File: src/rtl/uart_pkg.sv
`default_nettype none
// ============================================================================
//  Module      : uart_pkg
//  Description : Shared UART types and constants (FSM states, prescale values,
//                parity encodings).
//  Revision    : 1.0 - initial release
// ============================================================================
package uart_pkg;

    typedef enum logic [2:0] {
        RX_IDLE   = 3'd0,
        RX_START  = 3'd1,
        RX_DATA   = 3'd2,
        RX_PARITY = 3'd3,
        RX_STOP   = 3'd4
    } rx_state_e;

    localparam logic [5:0] PRESCALE_8  = 6'd8;
    localparam logic [5:0] PRESCALE_16 = 6'd16;
    localparam logic [5:0] PRESCALE_32 = 6'd32;

    localparam logic PARITY_EVEN = 1'b0;
    localparam logic PARITY_ODD  = 1'b1;

    // Unsupported oversampling ratios fall back to the slowest-clock setting.
    function automatic logic [5:0] legal_prescale(input logic [5:0] p);
        if (p == PRESCALE_16 || p == PRESCALE_32) begin
            return p;
        end
        return PRESCALE_8;
    endfunction

endpackage
`default_nettype wire

File: src/rtl/rx_data_sampler.sv
`default_nettype none
// ============================================================================
//  Module      : rx_data_sampler
//  Description : Per-bit edge counter and three-sample mid-bit majority vote.
//  Revision    : 1.0 - initial release
// ============================================================================
module rx_data_sampler
    import uart_pkg::*;
(
    input  logic       clk_i,
    input  logic       rst_i,
    input  logic       rx_i,
    input  logic       start_i,
    input  logic       active_i,
    input  logic [5:0] prescale_i,
    output logic       bit_o,
    output logic       bit_done_o
);

    logic [5:0] cnt_q, cnt_d;
    logic [2:0] smp_q, smp_d;
    logic [5:0] w_half;
    logic [5:0] w_last;

    assign w_half = {1'b0, prescale_i[5:1]};
    assign w_last = prescale_i - 6'd1;

    // The start-detection cycle itself is edge count 0, so counting resumes at 1.
    always_comb begin
        cnt_d = '0;
        smp_d = smp_q;
        if (start_i) begin
            cnt_d = 6'd1;
            smp_d = '0;
        end else if (active_i) begin
            cnt_d = (cnt_q == w_last) ? 6'd0 : cnt_q + 6'd1;
            if (cnt_q == w_half - 6'd1) smp_d[0] = rx_i;
            if (cnt_q == w_half)        smp_d[1] = rx_i;
            if (cnt_q == w_half + 6'd1) smp_d[2] = rx_i;
        end
    end

    always_ff @(posedge clk_i) begin
        if (rst_i) begin
            cnt_q <= '0;
            smp_q <= '0;
        end else begin
            cnt_q <= cnt_d;
            smp_q <= smp_d;
        end
    end

    assign bit_o      = (smp_q[0] & smp_q[1]) | (smp_q[0] & smp_q[2]) | (smp_q[1] & smp_q[2]);
    assign bit_done_o = active_i && (cnt_q == w_last);

endmodule
`default_nettype wire

File: src/rtl/uart_rx_top.sv
`default_nettype none
// ============================================================================
//  Module      : uart_rx_top
//  Description : Oversampling UART receiver, LSB-first, optional parity
//                (compiled in with UART_RX_PARITY_EN) and stop-bit check.
//  Revision    : 1.0 - initial release
// ============================================================================
module uart_rx_top
    import uart_pkg::*;
#(
    parameter int DATA_WIDTH = 8
) (
    input  logic                  CLK,
    input  logic                  RST,
    input  logic                  RX_IN,
    input  logic [5:0]            prescale,
    input  logic                  PAR_EN,
    input  logic                  PAR_TYP,
    output logic [DATA_WIDTH-1:0] P_DATA,
    output logic                  data_valid,
    output logic                  parity_error,
    output logic                  stop_error
);

    localparam int BCW = (DATA_WIDTH > 1) ? $clog2(DATA_WIDTH) : 1;
    localparam logic [BCW-1:0] LAST_BIT = BCW'(DATA_WIDTH - 1);

    rx_state_e             state_q, state_d;
    logic [5:0]            prescale_q, prescale_d;
    logic [BCW-1:0]        bit_cnt_q, bit_cnt_d;
    logic [DATA_WIDTH-1:0] shift_q, shift_d;
    logic [DATA_WIDTH-1:0] p_data_q, p_data_d;
    logic                  valid_q, valid_d;
    logic                  serr_q, serr_d;
    logic                  w_start;
    logic                  w_active;
    logic                  w_bit;
    logic                  w_bit_done;

`ifdef UART_RX_PARITY_EN
    logic par_en_q, par_en_d;
    logic par_typ_q, par_typ_d;
    logic par_flag_q, par_flag_d;
    logic perr_q, perr_d;
`else
    logic unused_par_cfg;
    assign unused_par_cfg = PAR_EN ^ PAR_TYP;
`endif

    assign w_active = (state_q != RX_IDLE);

    rx_data_sampler u_sampler (
        .clk_i      (CLK),
        .rst_i      (RST),
        .rx_i       (RX_IN),
        .start_i    (w_start),
        .active_i   (w_active),
        .prescale_i (prescale_q),
        .bit_o      (w_bit),
        .bit_done_o (w_bit_done)
    );

    always_comb begin
        state_d    = state_q;
        prescale_d = prescale_q;
        bit_cnt_d  = bit_cnt_q;
        shift_d    = shift_q;
        p_data_d   = p_data_q;
        valid_d    = 1'b0;
        serr_d     = 1'b0;
        w_start    = 1'b0;
`ifdef UART_RX_PARITY_EN
        par_en_d   = par_en_q;
        par_typ_d  = par_typ_q;
        par_flag_d = par_flag_q;
        perr_d     = 1'b0;
`endif
        case (state_q)
            RX_IDLE: begin
                if (!RX_IN) begin
                    w_start    = 1'b1;
                    state_d    = RX_START;
                    prescale_d = legal_prescale(prescale);
                    bit_cnt_d  = '0;
`ifdef UART_RX_PARITY_EN
                    par_en_d   = PAR_EN;
                    par_typ_d  = PAR_TYP;
                    par_flag_d = 1'b0;
`endif
                end
            end
            RX_START: begin
                // A high majority at the end of the start bit means a line glitch.
                if (w_bit_done) begin
                    state_d = w_bit ? RX_IDLE : RX_DATA;
                end
            end
            RX_DATA: begin
                if (w_bit_done) begin
                    shift_d = {w_bit, shift_q[DATA_WIDTH-1:1]};
                    if (bit_cnt_q == LAST_BIT) begin
                        bit_cnt_d = '0;
`ifdef UART_RX_PARITY_EN
                        state_d   = par_en_q ? RX_PARITY : RX_STOP;
`else
                        state_d   = RX_STOP;
`endif
                    end else begin
                        bit_cnt_d = bit_cnt_q + 1'b1;
                    end
                end
            end
`ifdef UART_RX_PARITY_EN
            RX_PARITY: begin
                if (w_bit_done) begin
                    par_flag_d = (w_bit != ((^shift_q) ^ (par_typ_q == PARITY_ODD)));
                    state_d    = RX_STOP;
                end
            end
`endif
            RX_STOP: begin
                if (w_bit_done) begin
                    state_d = RX_IDLE;
                    serr_d  = ~w_bit;
`ifdef UART_RX_PARITY_EN
                    perr_d  = par_flag_q;
                    if (w_bit && !par_flag_q) begin
                        valid_d  = 1'b1;
                        p_data_d = shift_q;
                    end
`else
                    if (w_bit) begin
                        valid_d  = 1'b1;
                        p_data_d = shift_q;
                    end
`endif
                end
            end
            default: state_d = RX_IDLE;
        endcase
    end

    always_ff @(posedge CLK) begin
        if (RST) begin
            state_q    <= RX_IDLE;
            prescale_q <= PRESCALE_8;
            bit_cnt_q  <= '0;
            shift_q    <= '0;
            p_data_q   <= '0;
            valid_q    <= 1'b0;
            serr_q     <= 1'b0;
        end else begin
            state_q    <= state_d;
            prescale_q <= prescale_d;
            bit_cnt_q  <= bit_cnt_d;
            shift_q    <= shift_d;
            p_data_q   <= p_data_d;
            valid_q    <= valid_d;
            serr_q     <= serr_d;
        end
    end

`ifdef UART_RX_PARITY_EN
    always_ff @(posedge CLK) begin
        if (RST) begin
            par_en_q   <= 1'b0;
            par_typ_q  <= PARITY_EVEN;
            par_flag_q <= 1'b0;
            perr_q     <= 1'b0;
        end else begin
            par_en_q   <= par_en_d;
            par_typ_q  <= par_typ_d;
            par_flag_q <= par_flag_d;
            perr_q     <= perr_d;
        end
    end
    assign parity_error = perr_q;
`else
    assign parity_error = 1'b0;
`endif

    assign P_DATA     = p_data_q;
    assign data_valid = valid_q;
    assign stop_error = serr_q;

endmodule
`default_nettype wire

File: config.mk
export PLATFORM = sky130hd
export DESIGN_NAME = uart_rx_top
export DESIGN_NICKNAME = d
export VERILOG_FILES = /design/src/rtl/uart_pkg.sv /design/src/rtl/rx_data_sampler.sv /design/src/rtl/uart_rx_top.sv
export SDC_FILE = /design/constraint.sdc
export NUM_CORES = 1
export LEC_CHECK = 0
export CAP_MARGIN = 10
export CORE_ASPECT_RATIO = 0.8
export CORE_MARGIN = 5
export CORE_UTILIZATION = 56
export DETAILED_ROUTE_END_ITERATION = 10
export PLACE_DENSITY = 0.79
export RECOVER_POWER = 50
export SYNTH_ARGS = -nofsm -noshare
export SYNTH_HDL_FRONTEND = slang
export SYNTH_SLANG_ARGS = --single-unit
File: constraint.sdc
create_clock -name CLK -period 3 [get_ports CLK]
set_clock_uncertainty 0.05 [all_clocks]
set_input_delay 0.45 -clock CLK [delete_from_list [all_inputs] [get_ports CLK]]
set_output_delay 0.45 -clock CLK [all_outputs]
set_load 0.05 [all_outputs]
==> run summary <==
==========================================================================================
Die X .......................................................................      77.7 um
Area of the mapped netlist ..................................................     2060 um2
Mapped Cells ................................................................          230
IO Pins .....................................................................           22
Startpoint types ............................................................         flop
Via total after detailed routing ............................................        1,606
Latest clock arrival within the worst-skew pair .............................      0.29 ns
H-tree levels ...............................................................            2
Maximum fanout along the worst path .........................................            8
Worst setup EP type .........................................................         flop
Share of the synthesized netlist area taken by xor and xnor gates ...........        10.2%
RSZ-0062 raised after global routing ........................................        false
Period utilization ..........................................................        88.2%
Global-route wire length before repair ......................................      7060 um
Combinational family with the most area after synthesis ..................... simple AND/OR/NAND/NOR gates
DRC viols ...................................................................            0
CTS sink cnt ................................................................           39
Number of vias per cell after detailed routing ..............................         5.56
Highest-count cells in the layout ignoring fill and taps .................... 39 x dfxtp_1, 37 x nor2_1, 17 x mux2i_1, 15 x xnor2_1, 11 x dlygate4sd3_1
Critical path data required time ............................................      3.09 ns
Antenna-violating nets left .................................................            0
Hold-critical path depth ....................................................            2
Register-to-register setup slack ............................................      0.35 ns
Mean post-synth cell area ...................................................     8.94 um2
Effective utilization at floorplan ..........................................        58.8%
Number of synthesized register bits .........................................           39
Multiplexer area fraction after synthesis ...................................        8.83%
Die Y-Extent ................................................................      64.2 um
Primary flip-flop cell chosen by synthesis mapping ..........................      dfxtp_1
Detailed Route Iter0 Violations .............................................          160
Worst slack, placed .........................................................     0.395 ns
Slew at the pin with the worst max-slew slack ...............................      1.06 ns
Total number of placement rows ..............................................           19
Hold path endpoint .......................................................... bit_cnt_q[1]
Pin count of the biggest net entering global routing ........................           27
Post-synth ARST share .......................................................           0%
Critical register-to-register path startpoint ............................... prescale_q[1]
Global router's overall resource usage ......................................        17.2%
Final hold violations .......................................................            0
Fraction of layout cells with a size suffix above 1 .........................        8.50%
Layout overhead on the synthesized area .....................................        15.2%
Startpoint of the most critical setup path .................................. prescale_q[1]
Highest achievable clock rate ...............................................      378 MHz
Synthesized-area fraction occupied by adder cells ...........................        4.26%
Number of iterations in the first detailed-routing pass .....................            4
Pwr per Cell Area ...........................................................   433 nW/um2
Worst path setup slack after routing ........................................     0.353 ns
Final non-filler cell total .................................................          289
Hold WC Path Type ........................................................... flop to flop
Clock root buffer ...........................................................     clkbuf_8
CP Data Arrival Time ........................................................      2.74 ns
Minimum clock period ........................................................      2.65 ns
Inserted Clock Buffers ......................................................            5
Wire length after detailed routing ..........................................      4110 um
Number of antenna cells inserted ............................................            0
CTS Hold Bufs ...............................................................            0
Final HPWL from detailed placement ..........................................      2910 um
VDD IR-drop max .............................................................     0.277 mV
Net count reported at finish ................................................          264
Most frequent standard cell in the layout excluding fill and tap cells ......      dfxtp_1
Drt wl/cell .................................................................      14.2 um
Reg2reg end .................................................................   shift_q[2]
Worst-case hold slack .......................................................     0.427 ns
Count of yosys warnings during synthesis ....................................            0
Clock edge transition at the registers on the reported setup and hold paths .      0.08 ns
CP Class .................................................................... flop to flop
Max_cap viols ...............................................................            0
Sequential area share after synthesis .......................................        38.0%
Number of antenna violations at the first check in global routing ...........            0
Post-cts repair resize count ................................................            0
Number of failing setup endpoints in the final timing report ................            0
Hold Startpoint ............................................................. bit_cnt_q[1]
Filler cell count in the final layout .......................................          280
Area of the die .............................................................     4990 um2
Area of all placed cells without fillers ....................................     2370 um2
Number of enable-type register cells in the synthesized netlist .............            0
Outcome .....................................................................    completed
Cell area after placement ...................................................     2250 um2
Core area ...................................................................     3490 um2
Largest buffer count on any clock path ......................................            2
Number of buffers inserted by port buffering ................................           18
Cell count after placement ..................................................          281
Count of unique library cells instantiated by Yosys .........................           49
Depth of the most critical reg-to-reg path ..................................            9
Headroom to the max-slew limit ..............................................        29.3%
Nets in the synthesized netlist .............................................          248
Gpl congestion ..............................................................        0.961
Simple-Gate Fraction of Synth Area ..........................................        22.6%
Max-slew violation count ....................................................            0
Overflow left after global routing ..........................................            0
Post CTS Setup Buffer Count .................................................            0
Number of global-route vias before repair ...................................        1,518
Post-Route Setup TNS ........................................................         0 ns
Synth Area in Compound Gates ................................................        11.0%
TritonCTS clock tree ........................................................        built
Leakage component of the power ..............................................  0.000949 uW
==========================================================================================
==> worst max-delay path by stage <==
stage / end / slack, ns / cells past startpoint
floorplan: P_DATA[0] / 0.51 / 9
global placement: shift_q[3] / 0.43 / 9
detailed placement: shift_q[7] / 0.39 / 9
finish: shift_q[2] / 0.35 / 9
CTS: shift_q[2] / 0.38 / 9
global route: shift_q[2] / 0.13 / 9
==> where the power goes <==
part / internal (uW) / switching [uW] / total [uW]
combinational: 21.8 / 29.1 / 50.9
clock: 269 / 179 / 448
sequential: 521 / 7.06 / 528
==> cell families (layout without fill, tap and decap cells) <==
kind of cell / after synthesis / count (layout)
xor gates and xnor gates: 24 / 24
DFF: 39 / 39
AOI/OAI and AO/OA: 31 / 31
and+or+nand+nor: 88 / 88
other: 1 / 1
adders and majority gates: 7 / 7
buffers and inverters: 22 / 39
muxes: 18 / 18
==> registers in the layout, summed over array words and instances, names as in the netlist <==
register / flops
P_DATA: 8
bit_cnt_q: 3
data_valid: 1
prescale_q: 6
shift_q: 8
state_q: 3
stop_error: 1
u_sampler.cnt_q: 6
u_sampler.smp_q: 3
==> through the flow <==
step | utilization [%] | total power, uW
4_1_cts | 67.9 | 1030
3_3_place_gp | 64.5 | 590
2_1_floorplan | - | 571
5_1_grt | 67.8 | 1070
3_5_place_dp | 64.5 | 591
6_report | 67.8 | 1030
==> worst max-delay path, cell delays in order, from the launching register on <==
cell      delay [ns]
dfxtp_1         0.48
inv_1           0.17
ha_1            0.27
o21ba_1         0.20
a221oi_2        0.30
a41oi_2         0.11
nand4b_1        0.42
buf_4           0.29
mux2i_1         0.16
nor2_1          0.05
==> synthesized netlist by cell type, drive strengths merged, types with 4 or more instances <==
library cell / instances / share of area [%]
a21oi: 8 / 1.9
buf: 7 / 2.2
clkbuf: 7 / 1.3
dfxtp: 39 / 38
ha: 7 / 4.3
inv: 8 / 1.5
mux2i: 17 / 8.3
nand2: 6 / 1.1
nand3: 10 / 2.4
nor2: 37 / 6.8
nor2b: 4 / 1.2
nor3: 5 / 1.2
o21ai: 7 / 1.7
xnor2: 15 / 6.4
xor2: 9 / 3.8
==> routing by layer <==
layer | up-vias | share of wire (%) | GRT usage (%)
met2 | 45 | 42 | 24.2
met1 | 729 | 52 | 24.9
met3 | 7 | 5.0 | 4.49
li1 | 825 | - | -
met4 | 0 | 1.6 | 6.65
met5 | - | 0 | 0
==> area by class of cell <==
cell class              count  area, um2  area share [%]
multi-input cells         169       1170            49.6
inverters                   8       30.0            1.27
clock buffers               6       82.6            3.49
flip-flops and latches     39        781            33.0
well taps                  42       52.6            2.22
repair buffers             23        214            9.03
clock inverters             2       35.0            1.48
Note: power is estimated with default switching activity, not from simulation.
